`config.mk`:
```
export PLATFORM = sky130hd
export DESIGN_NAME = mc_main_ctrl
export DESIGN_NICKNAME = d
export VERILOG_FILES = /design/src/rtl/mc_pkg.sv /design/src/rtl/mc_out_dec.sv /design/src/rtl/mc_main_ctrl.sv
export SDC_FILE = /design/constraint.sdc
export NUM_CORES = 1
export LEC_CHECK = 0
export ABC_AREA = 1
export BUFFER_PORTS_ARGS = -buffer_cell sky130_fd_sc_hd__buf_2
export CAP_MARGIN = 30
export CORE_ASPECT_RATIO = 1.4
export CORE_MARGIN = 4
export CORE_UTILIZATION = 40
export CTS_BUF_LIST = sky130_fd_sc_hd__clkbuf_8
export CTS_CLUSTER_SIZE = 16
export DETAILED_ROUTE_END_ITERATION = 7
export PLACE_DENSITY = 0.64
export SYNTH_ARGS = -nofsm -noshare
export SYNTH_HDL_FRONTEND = slang
export SYNTH_HIERARCHICAL = 1
export SYNTH_SLANG_ARGS = --single-unit
export TNS_END_PERCENT = 20
```
`constraint.sdc`:
```
create_clock -name clk -period 1.8 [get_ports clk]
set_input_delay 0.36 -clock clk [delete_from_list [all_inputs] [get_ports clk]]
set_output_delay 0.36 -clock clk [all_outputs]
set_load 0.005 [all_outputs]
```
`src/rtl/mc_pkg.sv`:
```
// Shared constants and types for the multicycle MIPS main controller:
// FSM states, opcodes, aluop codes (also used by aluctrl) and mux select codes.
package mc_pkg;

    typedef enum logic [3:0] {
        S_FETCH,
        S_DECODE,
        S_MEMADR,
        S_MEMRD,
        S_MEMWB,
        S_MEMWR,
        S_EXEC,
        S_ALUWB,
        S_BRANCH,
        S_IEXEC,
        S_IWB,
        S_JUMP
    } state_t;

    localparam logic [5:0] OP_R    = 6'b000000;
    localparam logic [5:0] OP_LW   = 6'b100011;
    localparam logic [5:0] OP_SW   = 6'b101011;
    localparam logic [5:0] OP_BEQ  = 6'b000100;
    localparam logic [5:0] OP_ADDI = 6'b001000;
    localparam logic [5:0] OP_ORI  = 6'b001101;
    localparam logic [5:0] OP_XORI = 6'b001110;
    localparam logic [5:0] OP_J    = 6'b000010;

    localparam logic [2:0] ALU_ADD   = 3'b000;
    localparam logic [2:0] ALU_SUB   = 3'b001;
    localparam logic [2:0] ALU_FUNCT = 3'b010;
    localparam logic [2:0] ALU_OR    = 3'b011;
    localparam logic [2:0] ALU_XOR   = 3'b100;

    localparam logic [1:0] SRCB_B      = 2'b00;
    localparam logic [1:0] SRCB_FOUR   = 2'b01;
    localparam logic [1:0] SRCB_IMM    = 2'b10;
    localparam logic [1:0] SRCB_IMM_SH = 2'b11;

    localparam logic [1:0] PC_ALU    = 2'b00;
    localparam logic [1:0] PC_ALUOUT = 2'b01;
    localparam logic [1:0] PC_JUMP   = 2'b10;

    // Raw Moore control word; strobes are gated by mem_ready in the top.
    typedef struct packed {
        logic       mem_req;
        logic       memwrite;
        logic       iord;
        logic       irwrite;
        logic       pcwrite;
        logic       branch;
        logic [1:0] pcsrc;
        logic       alusrca;
        logic [1:0] alusrcb;
        logic [2:0] aluop;
        logic       regdst;
        logic       memtoreg;
        logic       regwrite;
        logic       instr_done;
        logic       illegal_op;
    } ctrl_t;

endpackage

```
`src/rtl/mc_out_dec.sv`:
```
// Combinational decode of FSM state (and opcode, where it matters) into the
// raw datapath control word.
module mc_out_dec
    import mc_pkg::*;
(
    input  state_t     state,
    input  logic [5:0] op,
    output ctrl_t      ctrl
);

    always_comb begin
        // NOTE: assigning a full default first keeps every path driven, so no latch is inferred.
        ctrl = '0;
        case (state)
            S_FETCH: begin
                ctrl.mem_req = 1'b1;
                ctrl.alusrcb = SRCB_FOUR;
                ctrl.irwrite = 1'b1;
                ctrl.pcwrite = 1'b1;
            end
            S_DECODE: begin
                ctrl.alusrcb = SRCB_IMM_SH;
                case (op)
                    OP_R, OP_LW, OP_SW, OP_BEQ, OP_ADDI, OP_ORI, OP_XORI, OP_J: ;
                    default: begin
                        ctrl.illegal_op = 1'b1;
                        ctrl.instr_done = 1'b1;
                    end
                endcase
            end
            S_MEMADR: begin
                ctrl.alusrca = 1'b1;
                ctrl.alusrcb = SRCB_IMM;
            end
            S_MEMRD: begin
                ctrl.mem_req = 1'b1;
                ctrl.iord    = 1'b1;
            end
            S_MEMWB: begin
                ctrl.regwrite   = 1'b1;
                ctrl.memtoreg   = 1'b1;
                ctrl.instr_done = 1'b1;
            end
            S_MEMWR: begin
                ctrl.mem_req    = 1'b1;
                ctrl.iord       = 1'b1;
                ctrl.memwrite   = 1'b1;
                ctrl.instr_done = 1'b1;
            end
            S_EXEC: begin
                ctrl.alusrca = 1'b1;
                ctrl.alusrcb = SRCB_B;
                ctrl.aluop   = ALU_FUNCT;
            end
            S_ALUWB: begin
                ctrl.regwrite   = 1'b1;
                ctrl.regdst     = 1'b1;
                ctrl.instr_done = 1'b1;
            end
            S_BRANCH: begin
                ctrl.alusrca    = 1'b1;
                ctrl.alusrcb    = SRCB_B;
                ctrl.aluop      = ALU_SUB;
                ctrl.pcsrc      = PC_ALUOUT;
                ctrl.branch     = 1'b1;
                ctrl.instr_done = 1'b1;
            end
            S_IEXEC: begin
                ctrl.alusrca = 1'b1;
                ctrl.alusrcb = SRCB_IMM;
                case (op)
                    OP_ORI:  ctrl.aluop = ALU_OR;
                    OP_XORI: ctrl.aluop = ALU_XOR;
                    default: ctrl.aluop = ALU_ADD;
                endcase
            end
            S_IWB: begin
                ctrl.regwrite   = 1'b1;
                ctrl.instr_done = 1'b1;
            end
            S_JUMP: begin
                ctrl.pcsrc      = PC_JUMP;
                ctrl.pcwrite    = 1'b1;
                ctrl.instr_done = 1'b1;
            end
            default: ctrl = '0;
        endcase
    end

endmodule

```
`src/rtl/mc_main_ctrl.sv`:
```
// Main control FSM for the multicycle MIPS datapath: state register,
// next-state logic and mem_ready gating around the mc_out_dec decoder.
module mc_main_ctrl
    import mc_pkg::*;
(
    input  logic       clk,
    input  logic       rst_n,
    input  logic [5:0] op,
    input  logic       zero,
    input  logic       mem_ready,
    output logic       mem_req,
    output logic       memwrite,
    output logic       iord,
    output logic       irwrite,
    output logic       pcen,
    output logic [1:0] pcsrc,
    output logic       alusrca,
    output logic [1:0] alusrcb,
    output logic [2:0] aluop,
    output logic       regdst,
    output logic       memtoreg,
    output logic       regwrite,
    output logic       instr_done,
    output logic       illegal_op
);

    state_t state_q, state_d;
    ctrl_t  ctrl;
    logic   ready_ok;

    always_ff @(posedge clk) begin
        // NOTE: sequential state uses non-blocking assignment so all flops update together.
        if (!rst_n) state_q <= S_FETCH;
        else        state_q <= state_d;
    end

    always_comb begin
        state_d = state_q;
        case (state_q)
            S_FETCH:  if (mem_ready) state_d = S_DECODE;
            S_DECODE: begin
                case (op)
                    OP_LW, OP_SW:               state_d = S_MEMADR;
                    OP_R:                       state_d = S_EXEC;
                    OP_BEQ:                     state_d = S_BRANCH;
                    OP_ADDI, OP_ORI, OP_XORI:   state_d = S_IEXEC;
                    OP_J:                       state_d = S_JUMP;
                    default:                    state_d = S_FETCH;
                endcase
            end
            S_MEMADR: state_d = (op == OP_LW) ? S_MEMRD : S_MEMWR;
            S_MEMRD:  if (mem_ready) state_d = S_MEMWB;
            S_MEMWR:  if (mem_ready) state_d = S_FETCH;
            S_EXEC:   state_d = S_ALUWB;
            S_IEXEC:  state_d = S_IWB;
            default:  state_d = S_FETCH;
        endcase
    end

    mc_out_dec u_out_dec (
        .state (state_q),
        .op    (op),
        .ctrl  (ctrl)
    );

    // Strobes in memory-access states only fire in the cycle the access completes.
    assign ready_ok = !ctrl.mem_req || mem_ready;

    always_comb begin
        mem_req    = 1'b0;
        memwrite   = 1'b0;
        iord       = 1'b0;
        irwrite    = 1'b0;
        pcen       = 1'b0;
        pcsrc      = 2'b00;
        alusrca    = 1'b0;
        alusrcb    = 2'b00;
        aluop      = 3'b000;
        regdst     = 1'b0;
        memtoreg   = 1'b0;
        regwrite   = 1'b0;
        instr_done = 1'b0;
        illegal_op = 1'b0;
        if (rst_n) begin
            mem_req    = ctrl.mem_req;
            memwrite   = ctrl.memwrite & ready_ok;
            iord       = ctrl.iord;
            irwrite    = ctrl.irwrite & ready_ok;
            pcen       = (ctrl.pcwrite & ready_ok) | (ctrl.branch & zero);
            pcsrc      = ctrl.pcsrc;
            alusrca    = ctrl.alusrca;
            alusrcb    = ctrl.alusrcb;
            aluop      = ctrl.aluop;
            regdst     = ctrl.regdst;
            memtoreg   = ctrl.memtoreg;
            regwrite   = ctrl.regwrite;
            instr_done = ctrl.instr_done & ready_ok;
            illegal_op = ctrl.illegal_op;
        end
    end

endmodule

```
==> impl_metrics.csv <==
group,metric,value,unit
floorplan,core-area,1970,um^2
outcome,status,"complete, no violations",
logic_synthesis,ys_ff_latch,4,
floorplan,fp.dieH,62.3,um
logic_synthesis,yosys_warnings,6,
floorplan,top_level_ports,28,
worst_setup_path,required,1440,ps
drt,routed_wl,2310,um
global_routing,grt_overflow,0,
placement,port_buffers,27,
clock_tree,ctsLongestPathBuffers,2,
sta,max_slew.worst_pin.slew,321,ps
power,leakage,0.731,nW
worst_setup_path,crit_path_end_kind,"primary output",
final_layout,top_register,"state_q",
sta,maxSlewViolCount,0,
job,drv_cap,0,
worst_setup_path,arrival,1380,ps
worst_setup_path,max_stage_delay,360,ps
drt,top_layer_used,"met3",
logic_synthesis,ys_types,20,
placement,place_ws,110,ps
logic_synthesis,syn-num-nets,192,
floorplan,die_width,46.8,um
sta,rsz0062_at_grt,"yes",
floorplan,start_util,42.7,%
final_layout,largest_reg_flops,4,
sta,min_period,1740,ps
sta,clock_skew,2.13,ps
power,max-vdd-ir-drop,0.224,mV
hold_path,hold_class,"in2reg",
final_layout,nFillCells,231,
clock_tree,cts_tree,"yes",
drt,firstDrtPassIters,5,
worst_setup_path,critPathMostFrequentCell,"nand2_1",
logic_synthesis,yosysSeqAreaShare,9.51,%
worst_setup_path,start_kind,"register",
floorplan,die_area,2910,um^2
worst_setup_path,cpLargestDelayFamily,"simple AND/OR/NAND/NOR gates",
clock_tree,htree_num_levels,1,
sta,finalHoldViolations,0,
drt,wl_met2,1210,um
logic_synthesis,netlist_area,842,um^2
sta,setup_slack,58.9,ps
drt,wl_met1,985,um
worst_setup_path,cp_num_buf_inv,3,
global_routing,antenna_found_initial,0,
drt,num_vias,1115,
drt,wl_met3,109,um
clock_tree,cts_setup_buffers,0,
global_routing,grt_pass1_vias,1045,
clock_tree,clockRootBuffer,"clkbuf_8",
placement,place_congestion,0.854,
final_layout,drive_gt1_share,27.2,%
global_routing,grt_pass1_wl,3910,um
final_layout,area_delta_synth_final,29.1,%
drt,drc_errors,0,
sta,fmax,574,MHz
clock_tree,numCtsBuffers,3,
worst_setup_path,slowest_stage,"dfxtp_4",
drt,wl_per_cell,9.87,um
sta,finalCritPeriodShare,96.7,%
clock_tree,path_clk_slew,30,ps
placement,place_hpwl,1870,um
final_layout,fin_util,55.1,%
final_layout,top_regs,"state_q (4)",
worst_setup_path,cp_cell_sequence,"inv_1 -> nand2_2 -> nor2_1 -> nand2_1 -> nor2_2 -> nand2_1 -> nand2_1 -> inv_1 -> nor2_1 -> buf_2",
drt,via_per_inst,4.76,
logic_synthesis,avgSynthCellArea,4.63,um^2
sta,max_slew_margin,78.4,%
final_layout,num_antenna_cells,0,
logic_synthesis,syn_inst,182,
final_layout,final_cell_count_no_fill,234,
worst_setup_path,criticalPathCategory,"reg2out",
clock_tree,clk_latency,210,ps
drt,drtAntennaViolNets,0,
global_routing,grt_max_degree,18,
global_routing,grt_use_total,17.0,%
sta,finalSetupViolCount,0,
clock_tree,cts_num_sinks,4,
drt,drt-initial-drc-count,27,
final_layout,final_nets,225,
worst_setup_path,cp_max_fo,7,
power,powerDensity,397,nW/um^2
placement,post-place-cells,231,
floorplan,num_rows,19,
logic make-up after synthesis:
| kind of cell | after synthesis | synth area share (%) |
|---|---|---|
| compound gates | 17 | 11.4 |
| flops | 4 | 9.51 |
| simple gates | 109 | 55.7 |
| buf+inv | 52 | 23.3 |
path summary, 6_finish.rpt:
kind | startpoint | end | slack (ps) | cells after the start
hold reg to reg | state_q[3] | state_q[2] | 680 | 3
setup / recovery | state_q[3] | instr_done | 60 | 10
hold / removal | mem_ready | state_q[2] | 530 | 4
setup reg to reg | state_q[1] | state_q[2] | 550 | 8
synthesized netlist by cell type (all sizes together):
| library cell | count | share of area, % |
|---|---|---|
| a21oi | 8 | 5.6 |
| a31oi | 1 | 0.74 |
| buf | 1 | 0.59 |
| clkbuf | 1 | 0.45 |
| dfxtp | 4 | 9.5 |
| inv | 50 | 22 |
| nand2 | 55 | 25 |
| nand3 | 7 | 4.2 |
| nand4 | 6 | 4.5 |
| nor2 | 39 | 19 |
| nor3 | 2 | 2.5 |
| o21ai | 6 | 3.6 |
| o22ai | 2 | 1.5 |
routing by layer:
| layer | vias to the layer above | GRT usage [%] |
|---|---|---|
| met2 | 28 | 29.6 |
| met4 | 0 | 6.57 |
| met3 | 0 | 2.60 |
| met1 | 483 | 19.2 |
| li1 | 604 | - |
| met5 | - | 0 |
stage by stage:
stage / setup TNS, ps / power [mW] / area, um^2 / hold slack (ps)
6_report: 0 / 0.432 / 1090 / 532
4_1_cts: 0 / 0.433 / 1070 / 524
3_5_place_dp: 0 / 0.245 / 1020 / 682
5_1_grt: -181 / 0.471 / 1090 / 558
3_3_place_gp: 0 / 0.242 / 1020 / 679
2_1_floorplan: 0 / 0.192 / 842 / 560
power breakdown:
group          leakage, nW  switching [mW]  internal [mW]
logic                0.675          0.0931         0.0539
clock network       0.0216          0.0429          0.142
registers           0.0344         0.00825         0.0915
what timing repair did:
item / CTS / global route
gates resized for setup: 5 / 10
setup endpoints to repair: 5 / 9
hold buffers: 0 / 0
pin swaps: 0 / 2
cell type report:
cell class              instances  area, um^2  area share, %
inverters                      50         188           17.3
clock buffers                   3        41.3           3.80
flip-flops and latches          4        88.8           8.17
multi-input cells             126         586           53.9
repair buffers                 30         158           14.5
well taps                      21        26.3           2.42
layout by cell type, fill, tap and decap left out:
| cell type | instances |
|---|---|
| a21oi_1 | 6 |
| a21oi_2 | 2 |
| a31oi_1 | 1 |
| buf_2 | 27 |
| buf_4 | 3 |
| clkbuf_8 | 3 |
| dfxtp_1 | 1 |
| dfxtp_2 | 1 |
| dfxtp_4 | 2 |
| inv_1 | 46 |
| inv_2 | 4 |
| nand2_1 | 50 |
| nand2_2 | 5 |
| nand3_1 | 7 |
| nand4_1 | 6 |
| nor2_1 | 29 |
| nor2_2 | 9 |
| nor2_4 | 1 |
| nor3_1 | 1 |
| nor3_4 | 1 |
| o21ai_0 | 5 |
| o21ai_1 | 1 |
| o22ai_1 | 2 |
tightest hold or removal path, stage by stage:
cell,delay (ps)
buf_2,90
inv_1,60
nand4_1,120
a21oi_2,60
Note: power is estimated with default switching activity, not from simulation.
